File: config.mk
export PLATFORM = sky130hd
export DESIGN_NAME = vsc8541_smi_responder
export DESIGN_NICKNAME = d
export VERILOG_FILES = /design/src/rtl/vsc8541_smi_responder.sv
export SDC_FILE = /design/constraint.sdc
export NUM_CORES = 1
export LEC_CHECK = 0
export ABC_AREA = 1
export BUFFER_PORTS_ARGS = -buffer_cell sky130_fd_sc_hd__buf_2
export CAP_MARGIN = 20
export CORE_MARGIN = 5
export CORE_UTILIZATION = 52
export DETAILED_ROUTE_END_ITERATION = 7
export PLACE_DENSITY = 0.8
export REMOVE_ABC_BUFFERS = 1
export SLEW_MARGIN = 20
export SYNTH_ARGS = -nofsm -noshare
export SYNTH_HDL_FRONTEND = slang
export SYNTH_SLANG_ARGS = --single-unit
File: constraint.sdc
create_clock -name clk -period 1.7 [get_ports clk]
set_input_delay 0.17 -clock clk [delete_from_list [all_inputs] [get_ports clk]]
set_output_delay 0.17 -clock clk [all_outputs]
set_load 0.03 [all_outputs]
File: src/rtl/vsc8541_smi_responder.sv
// Clause-22 SMI (MDIO) target responder.
//
// Oversamples MDC/MDIO on clk. Decodes the preamble, ST, OP, PHYAD and REGAD
// fields. Services reads and writes through a simple register port. MDIO is
// driven only during the read turnaround bit 2 and the read data phase.
//
// Ports:
//   clk          system clock; all logic runs in this domain
//   i_reset_n    asynchronous active-low reset
//   i_mdc        management clock from the station (asynchronous to clk)
//   i_mdio       MDIO pad input
//   o_mdio       MDIO drive value, meaningful when o_mdio_oe = 1
//   o_mdio_oe    MDIO tristate enable (1 = drive)
//   o_reg_addr   register address of the most recent decoded frame
//   o_wr_en      one-clk write strobe, qualified by o_reg_addr/o_wr_data
//   o_wr_data    write data
//   o_rd_en      one-clk read request strobe
//   i_rd_data    read data, captured one clk after o_rd_en
//   o_frame_err  one-clk pulse on an illegal ST or OP field
module vsc8541_smi_responder #(
  parameter logic [4:0]  PHY_ADDR     = 5'd0,
  parameter int unsigned PREAMBLE_LEN = 32,
  parameter int unsigned SYNC_STAGES  = 2
) (
  input  logic        clk,
  input  logic        i_reset_n,
  input  logic        i_mdc,
  input  logic        i_mdio,
  output logic        o_mdio,
  output logic        o_mdio_oe,
  output logic [4:0]  o_reg_addr,
  output logic        o_wr_en,
  output logic [15:0] o_wr_data,
  output logic        o_rd_en,
  input  logic [15:0] i_rd_data,
  output logic        o_frame_err
);

  localparam int unsigned     OnesW   = $clog2(PREAMBLE_LEN + 1);
  localparam logic [OnesW-1:0] OnesMax = OnesW'(PREAMBLE_LEN);

  typedef enum logic [3:0] {
    StIdle, StSt, StOp, StPhyad, StRegad, StTa, StRdata, StWdata, StSkip
  } state_e;

  // Synchronizers and edge detection
  logic [SYNC_STAGES-1:0] mdc_sync_q, mdc_sync_d;
  logic [SYNC_STAGES-1:0] mdio_sync_q, mdio_sync_d;
  logic                   mdc_dly_q;
  logic                   sync_mdc, sync_mdio, rise, fall;

  // Frame state
  state_e           state_q, state_d;
  logic [OnesW-1:0] ones_q, ones_d;
  logic [4:0]       bit_cnt_q, bit_cnt_d;
  logic             op_hi_q, op_hi_d;
  logic             is_read_q, is_read_d;
  logic [4:0]       phyad_q, phyad_d;
  logic [4:0]       regad_q, regad_d;
  logic [15:0]      shift_q, shift_d;

  // Registered outputs
  logic        mdio_q, mdio_d;
  logic        mdio_oe_q, mdio_oe_d;
  logic [4:0]  reg_addr_q, reg_addr_d;
  logic        wr_en_q, wr_en_d;
  logic [15:0] wr_data_q, wr_data_d;
  logic        rd_en_q, rd_en_d;
  logic        frame_err_q, frame_err_d;

  assign mdc_sync_d  = {mdc_sync_q[SYNC_STAGES-2:0], i_mdc};
  assign mdio_sync_d = {mdio_sync_q[SYNC_STAGES-2:0], i_mdio};
  assign sync_mdc    = mdc_sync_q[SYNC_STAGES-1];
  assign sync_mdio   = mdio_sync_q[SYNC_STAGES-1];
  assign rise        = sync_mdc & ~mdc_dly_q;
  assign fall        = ~sync_mdc & mdc_dly_q;

  always_comb begin
    state_d     = state_q;
    ones_d      = ones_q;
    bit_cnt_d   = bit_cnt_q;
    op_hi_d     = op_hi_q;
    is_read_d   = is_read_q;
    phyad_d     = phyad_q;
    regad_d     = regad_q;
    shift_d     = shift_q;
    mdio_d      = mdio_q;
    mdio_oe_d   = mdio_oe_q;
    reg_addr_d  = reg_addr_q;
    wr_data_d   = wr_data_q;
    wr_en_d     = 1'b0;
    rd_en_d     = 1'b0;
    frame_err_d = 1'b0;

    // Read data arrives the clk after the request strobe; long before TA bit 2.
    if (rd_en_q) begin
      shift_d = i_rd_data;
    end

    if (rise) begin
      unique case (state_q)
        StIdle: begin
          if (sync_mdio) begin
            if (ones_q != OnesMax) ones_d = ones_q + 1'b1;
          end else if (ones_q == OnesMax) begin
            state_d = StSt;
            ones_d  = '0;
          end else begin
            ones_d = '0;
          end
        end
        StSt: begin
          if (sync_mdio) begin
            state_d   = StOp;
            bit_cnt_d = 5'd0;
          end else begin
            frame_err_d = 1'b1;
            state_d     = StIdle;
          end
        end
        StOp: begin
          if (bit_cnt_q == 5'd0) begin
            op_hi_d   = sync_mdio;
            bit_cnt_d = 5'd1;
          end else begin
            bit_cnt_d = 5'd0;
            unique case ({op_hi_q, sync_mdio})
              2'b01: begin
                is_read_d = 1'b0;
                state_d   = StPhyad;
              end
              2'b10: begin
                is_read_d = 1'b1;
                state_d   = StPhyad;
              end
              default: begin
                frame_err_d = 1'b1;
                state_d     = StIdle;
              end
            endcase
          end
        end
        StPhyad: begin
          phyad_d = {phyad_q[3:0], sync_mdio};
          if (bit_cnt_q == 5'd4) begin
            bit_cnt_d = 5'd0;
            state_d   = StRegad;
          end else begin
            bit_cnt_d = bit_cnt_q + 5'd1;
          end
        end
        StRegad: begin
          regad_d = {regad_q[3:0], sync_mdio};
          if (bit_cnt_q == 5'd4) begin
            bit_cnt_d  = 5'd0;
            reg_addr_d = {regad_q[3:0], sync_mdio};
            if (phyad_q == PHY_ADDR) begin
              state_d = StTa;
              rd_en_d = is_read_q;
            end else begin
              state_d = StSkip;
            end
          end else begin
            bit_cnt_d = bit_cnt_q + 5'd1;
          end
        end
        StTa: begin
          // Turnaround content is not checked on writes.
          if (bit_cnt_q == 5'd1) begin
            bit_cnt_d = 5'd0;
            state_d   = is_read_q ? StRdata : StWdata;
          end else begin
            bit_cnt_d = bit_cnt_q + 5'd1;
          end
        end
        StRdata: begin
          // Counts sampled data bits; the release happens on the following fall.
          if (bit_cnt_q != 5'd16) bit_cnt_d = bit_cnt_q + 5'd1;
        end
        StWdata: begin
          shift_d = {shift_q[14:0], sync_mdio};
          if (bit_cnt_q == 5'd15) begin
            wr_data_d = {shift_q[14:0], sync_mdio};
            wr_en_d   = 1'b1;
            bit_cnt_d = 5'd0;
            state_d   = StIdle;
          end else begin
            bit_cnt_d = bit_cnt_q + 5'd1;
          end
        end
        StSkip: begin
          // TA (2) + data (16) rises of a frame addressed to another PHY.
          if (bit_cnt_q == 5'd17) begin
            bit_cnt_d = 5'd0;
            state_d   = StIdle;
          end else begin
            bit_cnt_d = bit_cnt_q + 5'd1;
          end
        end
        default: begin
          state_d = StIdle;
          ones_d  = '0;
        end
      endcase
    end else if (fall) begin
      unique case (state_q)
        StTa: begin
          // Fall after TA bit 1 was sampled: drive the TA bit 2 zero.
          if (is_read_q && bit_cnt_q == 5'd1) begin
            mdio_oe_d = 1'b1;
            mdio_d    = 1'b0;
          end
        end
        StRdata: begin
          if (bit_cnt_q == 5'd16) begin
            mdio_oe_d = 1'b0;
            mdio_d    = 1'b1;
            bit_cnt_d = 5'd0;
            state_d   = StIdle;
          end else begin
            mdio_d  = shift_q[15];
            shift_d = {shift_q[14:0], 1'b0};
          end
        end
        default: ;
      endcase
    end
  end

  always_ff @(posedge clk or negedge i_reset_n) begin
    if (!i_reset_n) begin
      mdc_sync_q  <= '0;
      mdio_sync_q <= '1;
      mdc_dly_q   <= 1'b0;
      state_q     <= StIdle;
      ones_q      <= '0;
      bit_cnt_q   <= 5'd0;
      op_hi_q     <= 1'b0;
      is_read_q   <= 1'b0;
      phyad_q     <= 5'd0;
      regad_q     <= 5'd0;
      shift_q     <= 16'd0;
      mdio_q      <= 1'b1;
      mdio_oe_q   <= 1'b0;
      reg_addr_q  <= 5'd0;
      wr_en_q     <= 1'b0;
      wr_data_q   <= 16'd0;
      rd_en_q     <= 1'b0;
      frame_err_q <= 1'b0;
    end else begin
      mdc_sync_q  <= mdc_sync_d;
      mdio_sync_q <= mdio_sync_d;
      mdc_dly_q   <= sync_mdc;
      state_q     <= state_d;
      ones_q      <= ones_d;
      bit_cnt_q   <= bit_cnt_d;
      op_hi_q     <= op_hi_d;
      is_read_q   <= is_read_d;
      phyad_q     <= phyad_d;
      regad_q     <= regad_d;
      shift_q     <= shift_d;
      mdio_q      <= mdio_d;
      mdio_oe_q   <= mdio_oe_d;
      reg_addr_q  <= reg_addr_d;
      wr_en_q     <= wr_en_d;
      wr_data_q   <= wr_data_d;
      rd_en_q     <= rd_en_d;
      frame_err_q <= frame_err_d;
    end
  end

  assign o_mdio      = mdio_q;
  assign o_mdio_oe   = mdio_oe_q;
  assign o_reg_addr  = reg_addr_q;
  assign o_wr_en     = wr_en_q;
  assign o_wr_data   = wr_data_q;
  assign o_rd_en     = rd_en_q;
  assign o_frame_err = frame_err_q;

endmodule

==> Word-level counts from Yosys, hierarchy flattened <==
Cells that the tools add are included.
W data, S select, Z words.
{ "op_classes": {"n_eq_ne": 32, "n_mux": 57, "n_reduce_logical": 24, "add_sub_neg": 2, "bitwise": 7} }
{ "op_table": {"columns": ["cell", "count"], "rows": [
  ["$mux W16", 6],
  ["$mux W4", 13],
  ["$mux W5", 10],
  ["$pmux W4 S9", 1],
  ["$pmux W5 S7", 1],
  ["$ne A3 B3 Y1 const B", 11],
  ["$mux W1", 17],
  ["$eq A4 B3 Y1 const B", 4],
  ["$mux W6", 2],
  ["$pmux W6 S2", 1],
  ["$reduce_and A12 Y1", 1],
  ["$reduce_and A3 Y1", 4],
  ["$eq A5 B5 Y1 const B", 2],
  ["$logic_not A5 Y1", 2],
  ["$reduce_bool A2 Y1", 5],
  ["$eq A4 B2 Y1 const B", 2],
  ["$pmux W1 S2", 4],
  ["$reduce_and A4 Y1", 2],
  ["$reduce_or A8 Y1", 1],
  ["$reduce_bool A7 Y1", 1],
  ["$add A6 B1 Y6 const B", 1],
  ["$eq A6 B6 Y1 const B", 1],
  ["$ne A2 B2 Y1 const B", 3],
  ["$ne A6 B6 Y1 const B", 1],
  ["18 further kinds", 26]
]} }
{ "word_totals": {"word_cells": 140, "register_bits": 73, "input_bits": 20, "output_inout_bits": 26} }

==> Logic depth before layout (Yosys ltp) <==
Gate-level depths: netlist of run 1.
{ "depth": {"word_depth": 6, "ltp_mapped": 12, "mapped_depth_nobuf": 12} }

==> Worst setup path after synthesis of run 1 <==
OpenSTA, ideal clock, no wires.
{ "synth_path": {"path_type": "register to register", "from": "reg bit_cnt_q[0]", "to": "reg state_q[0]", "required_ns": 1.582, "path_stages_with_launch": 12, "arrival_ns": 1.569, "path_buffers": 0, "path_slack_ns": 0.013, "path_cell_list": "dfrtp_1 > inv_1 > ha_1 > inv_1 > nor2_1 > nand2_1 > nand2_1 > a21oi_1 > nor2_2 > nand3_2 > nand2_1 > nand2_1"} }
{ "synth_between": {"elab_chain_len": 3, "elab_cells_between_ends": 14, "cone_classes": "eq/ne: 11; reduce/logical: 3"} }
{ "synth_rtl": {"columns": ["item", "line_no", "rtl"], "rows": [
  ["start, declared", "55", "logic [4:0] bit_cnt_q, bit_cnt_d;"],
  ["start signal, assigned", "256", "bit_cnt_q <= bit_cnt_d;"],
  ["$eq A5 B5 Y1, or another cell as far along", "193", "if (bit_cnt_q == 5'd17) begin"],
  ["$ne A3 B3 Y1 (no line) / $reduce_bool A2 Y1 (equally long branches)", null, null],
  ["$reduce_and A12 Y1 (no line) (*)", null, null],
  ["end signal, assigned", "235", "state_q <= StIdle;"],
  ["end signal, assigned", "254", "state_q <= state_d;"],
  ["end, declared", "53", "state_e state_q, state_d;"]
]} }
Mark *: on every way between the ends. The rest lies on a longest branch, timed or not.
A chain may end at the register's enable or synchronous reset.

==> Worst setup path after layout of run 1 <==
{ "layout_path": {"from": "reg mdc_sync_q[1]", "to": "reg bit_cnt_q[2]"} }
{ "layout_between": {"elab_chain_len": 4, "elab_cells_between_ends": 10, "cone_classes": "eq/ne: 2; mux: 1; bitwise: 3; reduce/logical: 4"} }
{ "layout_rtl": {"columns": ["item", "line_no", "rtl"], "rows": [
  ["start, declared", "47", "logic [SYNC_STAGES-1:0] mdc_sync_q, mdc_sync_d;"],
  ["start signal, assigned", "251", "mdc_sync_q <= mdc_sync_d;"],
  ["$not A1 Y1", "76", "assign fall = ~sync_mdc & mdc_dly_q;"],
  ["$and A1 B1 Y1", "76", null],
  ["$reduce_bool A2 Y1 (no line)", null, null],
  ["$reduce_and A6 Y1 (no line)", null, null]
]} }
Several ways; a longest one is shown, not always the timed one.

==> results.md, run 1 <==
* Status: complete, no violations
* Cell class contributing the biggest share of worst-path delay: simple AND/OR/NAND/NOR gates
* Post-DRT Antenna Nets at 0
* Area after DPL at 4165 um2
* Mapped Area at 3707 um2
* DR iter-0 viols at 289
* Critical path endpoint category: register
* Post-synth top area cell: dfrtp_1
* Post-layout nets at 565
* Max stage delay on crit path at 0.40 ns
* Peak VDD IR at 0.4533 mV
* Slew Limit Headroom at 0.6858
* Vias in the first global route at 3158
* Gpl congestion at roughly 0.96
* Area Growth Syn to Fin at 23.02%
* CTS Buffer Depth at 2
* Hold Slack at 0.1191 ns
* Fillcell total at 573
* Hold path cells at 3
* RSZ-0062 raised after global routing: true
* Post-route cell area at approximately 4600 um2
* Std-Cell Rows at 30
* Placed cells at 610
* TritonCTS clock tree: done
* Clock-pin slew on the worst setup and hold paths at 0.08 ns
* DR pass1 iterations at 6
* Top sig layer: met4
* CP dominant cell by count: nand2_1
* Drc violations at 0
* Yosys reg bits at 73
* Power Dens Cells at 727.0 nW/um2
* Pre-CTS WS at -0.03759 ns
* Min-Delay Endpoint: shift_q[4]
* Cell count after synthesis at 463
* CP bufs+invs at 1
* Setup violators final at 0
* Leak Pwr at 2.268 nW
* R2R setup slack at around 0.0083 ns
* Clk_lat worst skew at ~0.35 ns
* Initial antenna violation count at 0
* FF-to-FF path depth at 10
* Fraction of layout cells with a size suffix above 1 at 0.2704
* Post-Syn Area per Cell at 8.007 um2
* Slowest CP cell: dfrtp_1
* Clock H-tree levels at 3
* Ys flop type: dfrtp_1
* Unique masters post-synth at 33
* R2r startpoint: mdc_sync_q[1]
* Die X at 94.44 um
* Overflow after GRT at 0
* Top cell type's share of synthesized area at 0.4725
* Max-cap viol count at 0
* Crit path kind: reg -> reg
* Clk sinks at 73
* Final worst path period need at 1.692 ns
* Worst-Margin Slew at 0.4714 ns
* Fraction of registers with async set/reset at 1.000
* Routed vias/inst at ~5.2
* Worst flop-to-flop path endpoint: bit_cnt_q[2]
* Core Box Area at approximately 6900 um2
* Initial Utilization at 0.5397
* Worst EP required at between 1.5 and 2 ns
* Met1 WL at 3.818 mm
* Final TNS setup at 0 ns
* TritonCTS buffer count at 9
* Final cell count without fillers at 636
* Die Height at 94.44 um
* DR WL met3 at 453 um
* Crit share post-route at 0.9951
* Worst Path Max Fanout at 5
* Fmax at 591.1 MHz
* CP Launch Type: register
* Number of synthesized flops with an enable pin at 0
* Total track usage at 0.2012
* Final WS setup at around 0.0083 ns
* Largest net degree at the start of global routing at 37
* Hold path start: i_rd_data[4]
* First-pass GRT wire length at 14.15 mm
* Met2 WL post-DR at around 4.0 mm
* Die area at 8918 um2
* I/O Pins at 46
* Final Max Tran Viols at 0
* Final wirelength at between 8 and 9 mm
* Post-Route Skew at 0.007450 ns
* Port-buffer cells at 45
* Sequential share of the synthesized area at 0.4938
* Pwr Total at 3.315 mW
* Vias at roughly 3300
* Hold Crit Class: in -> reg
* DR WL/cell at between 10 and 15 um
* Antenna cells at 0
* Dpl hpwl at 6.013 mm
* Worst-path cell chain: ha_1 > inv_1 > nor2_1 > nand3_1 > nand2_1 > nor2_2 > nand2_1 > nor2_4 > nand3_1 > nand2_1
* Critical Path AT at 1.98 ns
* Fin. Hold Viols at 0
* Util after Layout at 0.6639
* Clock root buffer: clkbuf_8
* Yosys Warn Count at 0
* Top post-synthesis cells by area: dfrtp_1 (47%), nand2_1 (14%), o21ai_0 (9.0%)
==> what timing repair did <==
item                                    4_1_cts  5_1_grt
gates cloned                                  0        1
hold buffers                                  3        0
gates resized for setup                       2       44
endpoints found under the setup margin        5       49
setup buffers                                 1        5
endpoints found under the hold margin        33        0
pin swaps                                     0        9
==> per-layer routing <==
| metal | global-route usage | up-vias |
|---|---|---|
| met4 | 0.09868 | 0 |
| met5 | 0 | - |
| met2 | 0.3162 | 108 |
| met1 | 0.2712 | 1558 |
| li1 | - | 1632 |
| met3 | 0.03267 | 25 |
==> synth_stat cells, types with 3 or more instances <==
cell type	n
o21ai_1	5
o21ai_0	67
nand2_2	4
ha_1	10
nor2_1	27
nor3_1	3
nand4_1	7
dfrtp_1	70
buf_2	4
nand3_1	34
clkbuf_1	4
inv_2	6
dfstp_2	3
a21oi_1	6
inv_1	49
nor2_4	5
nand2_1	134
nor2_2	6
==> worst register-to-register path: stages (launching register included) <==
cell	delay (ns)
dfrtp_1	0.40
ha_1	0.24
inv_1	0.13
nor2_1	0.05
nand3_1	0.13
nand2_1	0.10
nor2_2	0.16
nand2_1	0.11
nor2_4	0.15
nand3_1	0.09
nand2_1	0.06
==> where the power goes <==
| group | internal (mW) | switching [mW] | total, mW |
|---|---|---|---|
| sequential | 1.77 | 0.0285 | 1.79 |
| clock | 0.572 | 0.673 | 1.24 |
| combinational | 0.0946 | 0.182 | 0.276 |
| total | 2.43 | 0.883 | 3.32 |
==> registers in the layout, indices dropped and copies added, names as in the netlist, 2 cells and up <==
register / cells
mdc_sync_q: 2
phyad_q: 5
o_reg_addr: 5
bit_cnt_q: 5
o_wr_data: 16
shift_q: 16
ones_q: 6
state_q: 4
regad_q: 4
mdio_sync_q: 2
==> layout by cell type, fill, tap and decap left out, types with 7 or more instances in the layout <==
cell / n
buf_2: 44
buf_4: 20
clkbuf_8: 10
dfrtp_1: 65
ha_1: 7
inv_1: 46
inv_2: 8
nand2_1: 128
nand2_2: 10
nand3_1: 28
nand4_1: 7
nor2_1: 19
nor2_2: 9
nor2_4: 11
o21ai_0: 63
o21ai_1: 9
==> cell type report <==
class	count	area [um2]	area share
inverter	56	212.7	0.04664
clock buffer	10	137.6	0.03018
tap	96	120.1	0.02634
sequential	73	1837	0.4027
timing repair buffer	71	471.7	0.1034
multi-input combinational	324	1742	0.3819
clock inverter	6	40.04	0.008779
==> cells by family after synthesis <==
group                    share of synthesized area
AND/OR/NAND/NOR                             0.2693
AO/OA/AOI/OAI                               0.1158
flip-flops                                  0.4938
buffers and inverters                      0.07155
adder cells (fa/ha/maj)                    0.03375
XOR/XNOR                                  0.007089
multiplexers                              0.008775
==> worst max-delay path by stage <==
stage / from / end / slack [ns] / cells after the start
after detailed placement: bit_cnt_q[0] / state_q[0] / -0.04 / 11
after CTS: bit_cnt_q[1] / state_q[0] / 0.01 / 11
after floorplan: mdc_dly_q / shift_q[10] / -0.09 / 7
final: mdc_sync_q[1] / bit_cnt_q[2] / 0.008 / 10
after global routing: bit_cnt_q[0] / state_q[0] / -0.11 / 10
after global placement: bit_cnt_q[0] / state_q[0] / 0.04 / 11
No activity file was read; power rests on OpenSTA's default activity.
==> inputs of run 2 (changes only) <==
- CELL_PAD_IN_SITES_DETAIL_PLACEMENT: not set -> 1
- CELL_PAD_IN_SITES_GLOBAL_PLACEMENT: not set -> 1
- CORE_UTILIZATION: 52 -> 39
==> results.md, run 2 (synthesis results as in run 1) <==
* Overflow after GRT at 0 (unchanged)
* CP Launch Type: register (unchanged)
* Leak Pwr at 2.435 nW (was 2.268 nW)
* Initial Utilization at 0.4012 (was 0.5397)
* First-pass GRT wire length at 17.88 mm (was 14.15 mm)
* Fmax at 591.7 MHz (was 591.1 MHz)
* Pwr Total at 3.644 mW (was 3.315 mW)
* TritonCTS buffer count at 9 (unchanged)
* Drc violations at 0 (unchanged)
* Gpl congestion at 0.9057 (was 0.9639)
* Commonest non-fill, non-tap cell in the layout: nand2_1 (unchanged)
* Core Box Area at 9240 um2 (was 6869 um2)
* Max-cap viol count at 0 (unchanged)
* Die X at 107.5 um (was 94.44 um)
* I/O Pins at 46 (unchanged)
* Hold Crit Class: in -> reg (unchanged)
* Die area at 11560 um2 (was 8918 um2)
* Largest net degree at the start of global routing at 34 (was 37)
* Clock H-tree levels at 3 (unchanged)
* Std-Cell Rows at 35 (was 30)
* Setup violators final at 0 (unchanged)
* DR pass1 iterations at 4 (was 6)
* Post-Route Skew at 0.01292 ns (was 0.007450 ns)
* Critical Path AT at 1.92 ns (was 1.98 ns)
* Fillcell total at 1141 (was 573)
* DR iter-0 viols at 107 (was 289)
* CTS Buffer Depth at 2 (unchanged)
* Critical path endpoint category: register (unchanged)
* Vias in the first global route at 3714 (was 3158)
* Max stage delay on crit path at 0.43 ns (was 0.40 ns)
* Worst Path Max Fanout at 5 (unchanged)
* Crit path kind: reg -> reg (unchanged)
* Initial antenna violation count at 0 (unchanged)
* Final worst path period need at 1.690 ns (was 1.692 ns)
* Most frequent cells in the layout: nand2_1 (122), dfrtp_1 (66), o21ai_0 (62), buf_2 (44), inv_1 (42) (was nand2_1 (128), dfrtp_1 (65), o21ai_0 (63), inv_1 (46), buf_2 (44))
* Final WS setup at 0.009961 ns (was 0.008323 ns)
* DR WL/cell at 16.48 um (was 13.40 um)
* Clock root buffer: clkbuf_8 (unchanged)
* Fraction of layout cells with a size suffix above 1 at 0.3196 (was 0.2704)
* RSZ-0062 raised after global routing: true (unchanged)
* Power Dens Cells at 742.8 nW/um2 (was 727.0 nW/um2)
* Peak VDD IR at 0.3762 mV (was 0.4533 mV)
* Final cell count without fillers at 689 (was 636)
* Clk_lat worst skew at 0.35 ns (about the same)
* Placed cells at 653 (was 610)
* Port-buffer cells at 45 (unchanged)
* Post-DRT Antenna Nets at 0 (unchanged)
* Status: complete, no violations (unchanged)
* Final Max Tran Viols at 0 (unchanged)
* Antenna cells at 0 (unchanged)
* Fin. Hold Viols at 0 (unchanged)
* Worst-path cell chain: ha_2 > nand3_2 > inv_2 > ha_4 > inv_6 > nand3_2 > nand2_2 > nor2_4 > nand3_4 > nand2_1 > nand2_1 (was ha_1 > inv_1 > nor2_1 > nand3_1 > nand2_1 > nor2_2 > nand2_1 > nor2_4 > nand3_1 > nand2_1)
* TritonCTS clock tree: done (unchanged)
* Worst-Margin Slew at 0.3437 ns (was 0.4714 ns)
* Worst EP required at 1.93 ns (was 1.99 ns)
* Total track usage at 0.1935 (was 0.2012)
* Final wirelength at 11.35 mm (was 8.525 mm)
* Crit share post-route at 0.9941 (was 0.9951)
* Vias at 3468 (was 3323)
* Area Growth Syn to Fin at 32.33% (was 23.02%)
* Hold Slack at 0.1243 ns (was 0.1191 ns)
* Die Height at 107.5 um (was 94.44 um)
* Pre-CTS WS at -0.1087 ns (was -0.03759 ns)
* Dpl hpwl at 7.394 mm (was 6.013 mm)
* Storage element area at 1836 um2 (was 1837 um2)
* Clk sinks at 73 (unchanged)
* Clock-pin slew on the worst setup and hold paths at 0.09 ns (was 0.08 ns)
* Final TNS setup at 0 ns (unchanged)
* Routed vias/inst at 5.033 (was 5.225)
* Multi-input logic area at 1831 um2 (was 1742 um2)
* Slew Limit Headroom at 0.7678 (was 0.6858)
* Slowest CP cell: dfrtp_1 (unchanged)
* Post-layout nets at 585 (was 565)
-- run 2: cell count changes in the layout (fill, tap and decap cells not counted), sizes merged --
cell and change:
buf +19, bufinv +2, clkbuf +1, clkinvlp -1, inv -1
-- run 2: power breakdown --
part / switching, mW / total, mW / internal [mW] / leakage [nW]
Clock: 0.699 / 1.53 / 0.836 / 0.111
Combinational: 0.205 / 0.310 / 0.105 / 1.41
Sequential: 0.0338 / 1.80 / 1.77 / 0.910
-- run 2: final timing paths --
path / from / to / slack, ns / cells after the start
worst max register to register: bit_cnt_q[0] / state_q[3] / 0.01 / 11
worst max-delay path: bit_cnt_q[0] / state_q[3] / 0.01 / 11
max in group asynchronous: i_reset_n / o_wr_data[6] / 0.85 / 3
min in group asynchronous: i_reset_n / o_reg_addr[4] / 0.25 / 2
worst min register to register: mdc_sync_q[0] / mdc_sync_q[1] / 0.35 / 0
worst min-delay path: i_rd_data[4] / shift_q[4] / 0.12 / 3
-- run 2: cell type report --
class	instances	area share
clock inverter	6	0.01862
timing repair buffer	91	0.1303
sequential	73	0.3741
inverter	56	0.04489
tap	129	0.03290
multi-input combinational	324	0.3731
clock buffer	10	0.02601
-- run 2: per-stage QoR --
step | util | cell area, um2
6_report | 0.5309 | 4906
5_1_grt | 0.5309 | 4906
4_1_cts | 0.4968 | 4591
3_5_place_dp | 0.4634 | 4282
3_3_place_gp | 0.4634 | 4282
2_1_floorplan | - | 3652
-- run 2: critical path: cells and delay by family, from the launching register on --
kind                       cells  cell delay [ns]
adders and majority gates      2             0.37
buffers and inverters          2             0.12
DFF                            1             0.43
and+or+nand+nor                7             0.65
-- run 2: per-layer routing --
layer  global-route usage  wire, um
met5                    0         0
met4              0.05500       165
met3              0.03899       382
met2               0.3366      5900
met1               0.2428      4903
-- run 2: timing repair --
item                       4_1_cts  5_1_grt
cloned                           1        1
hold buffers                     3        0
gates resized for setup         13       58
pin swaps                        5       15
hold endpoints to repair        21        0
setup endpoints to repair       21       48
setup buffers                    2       13
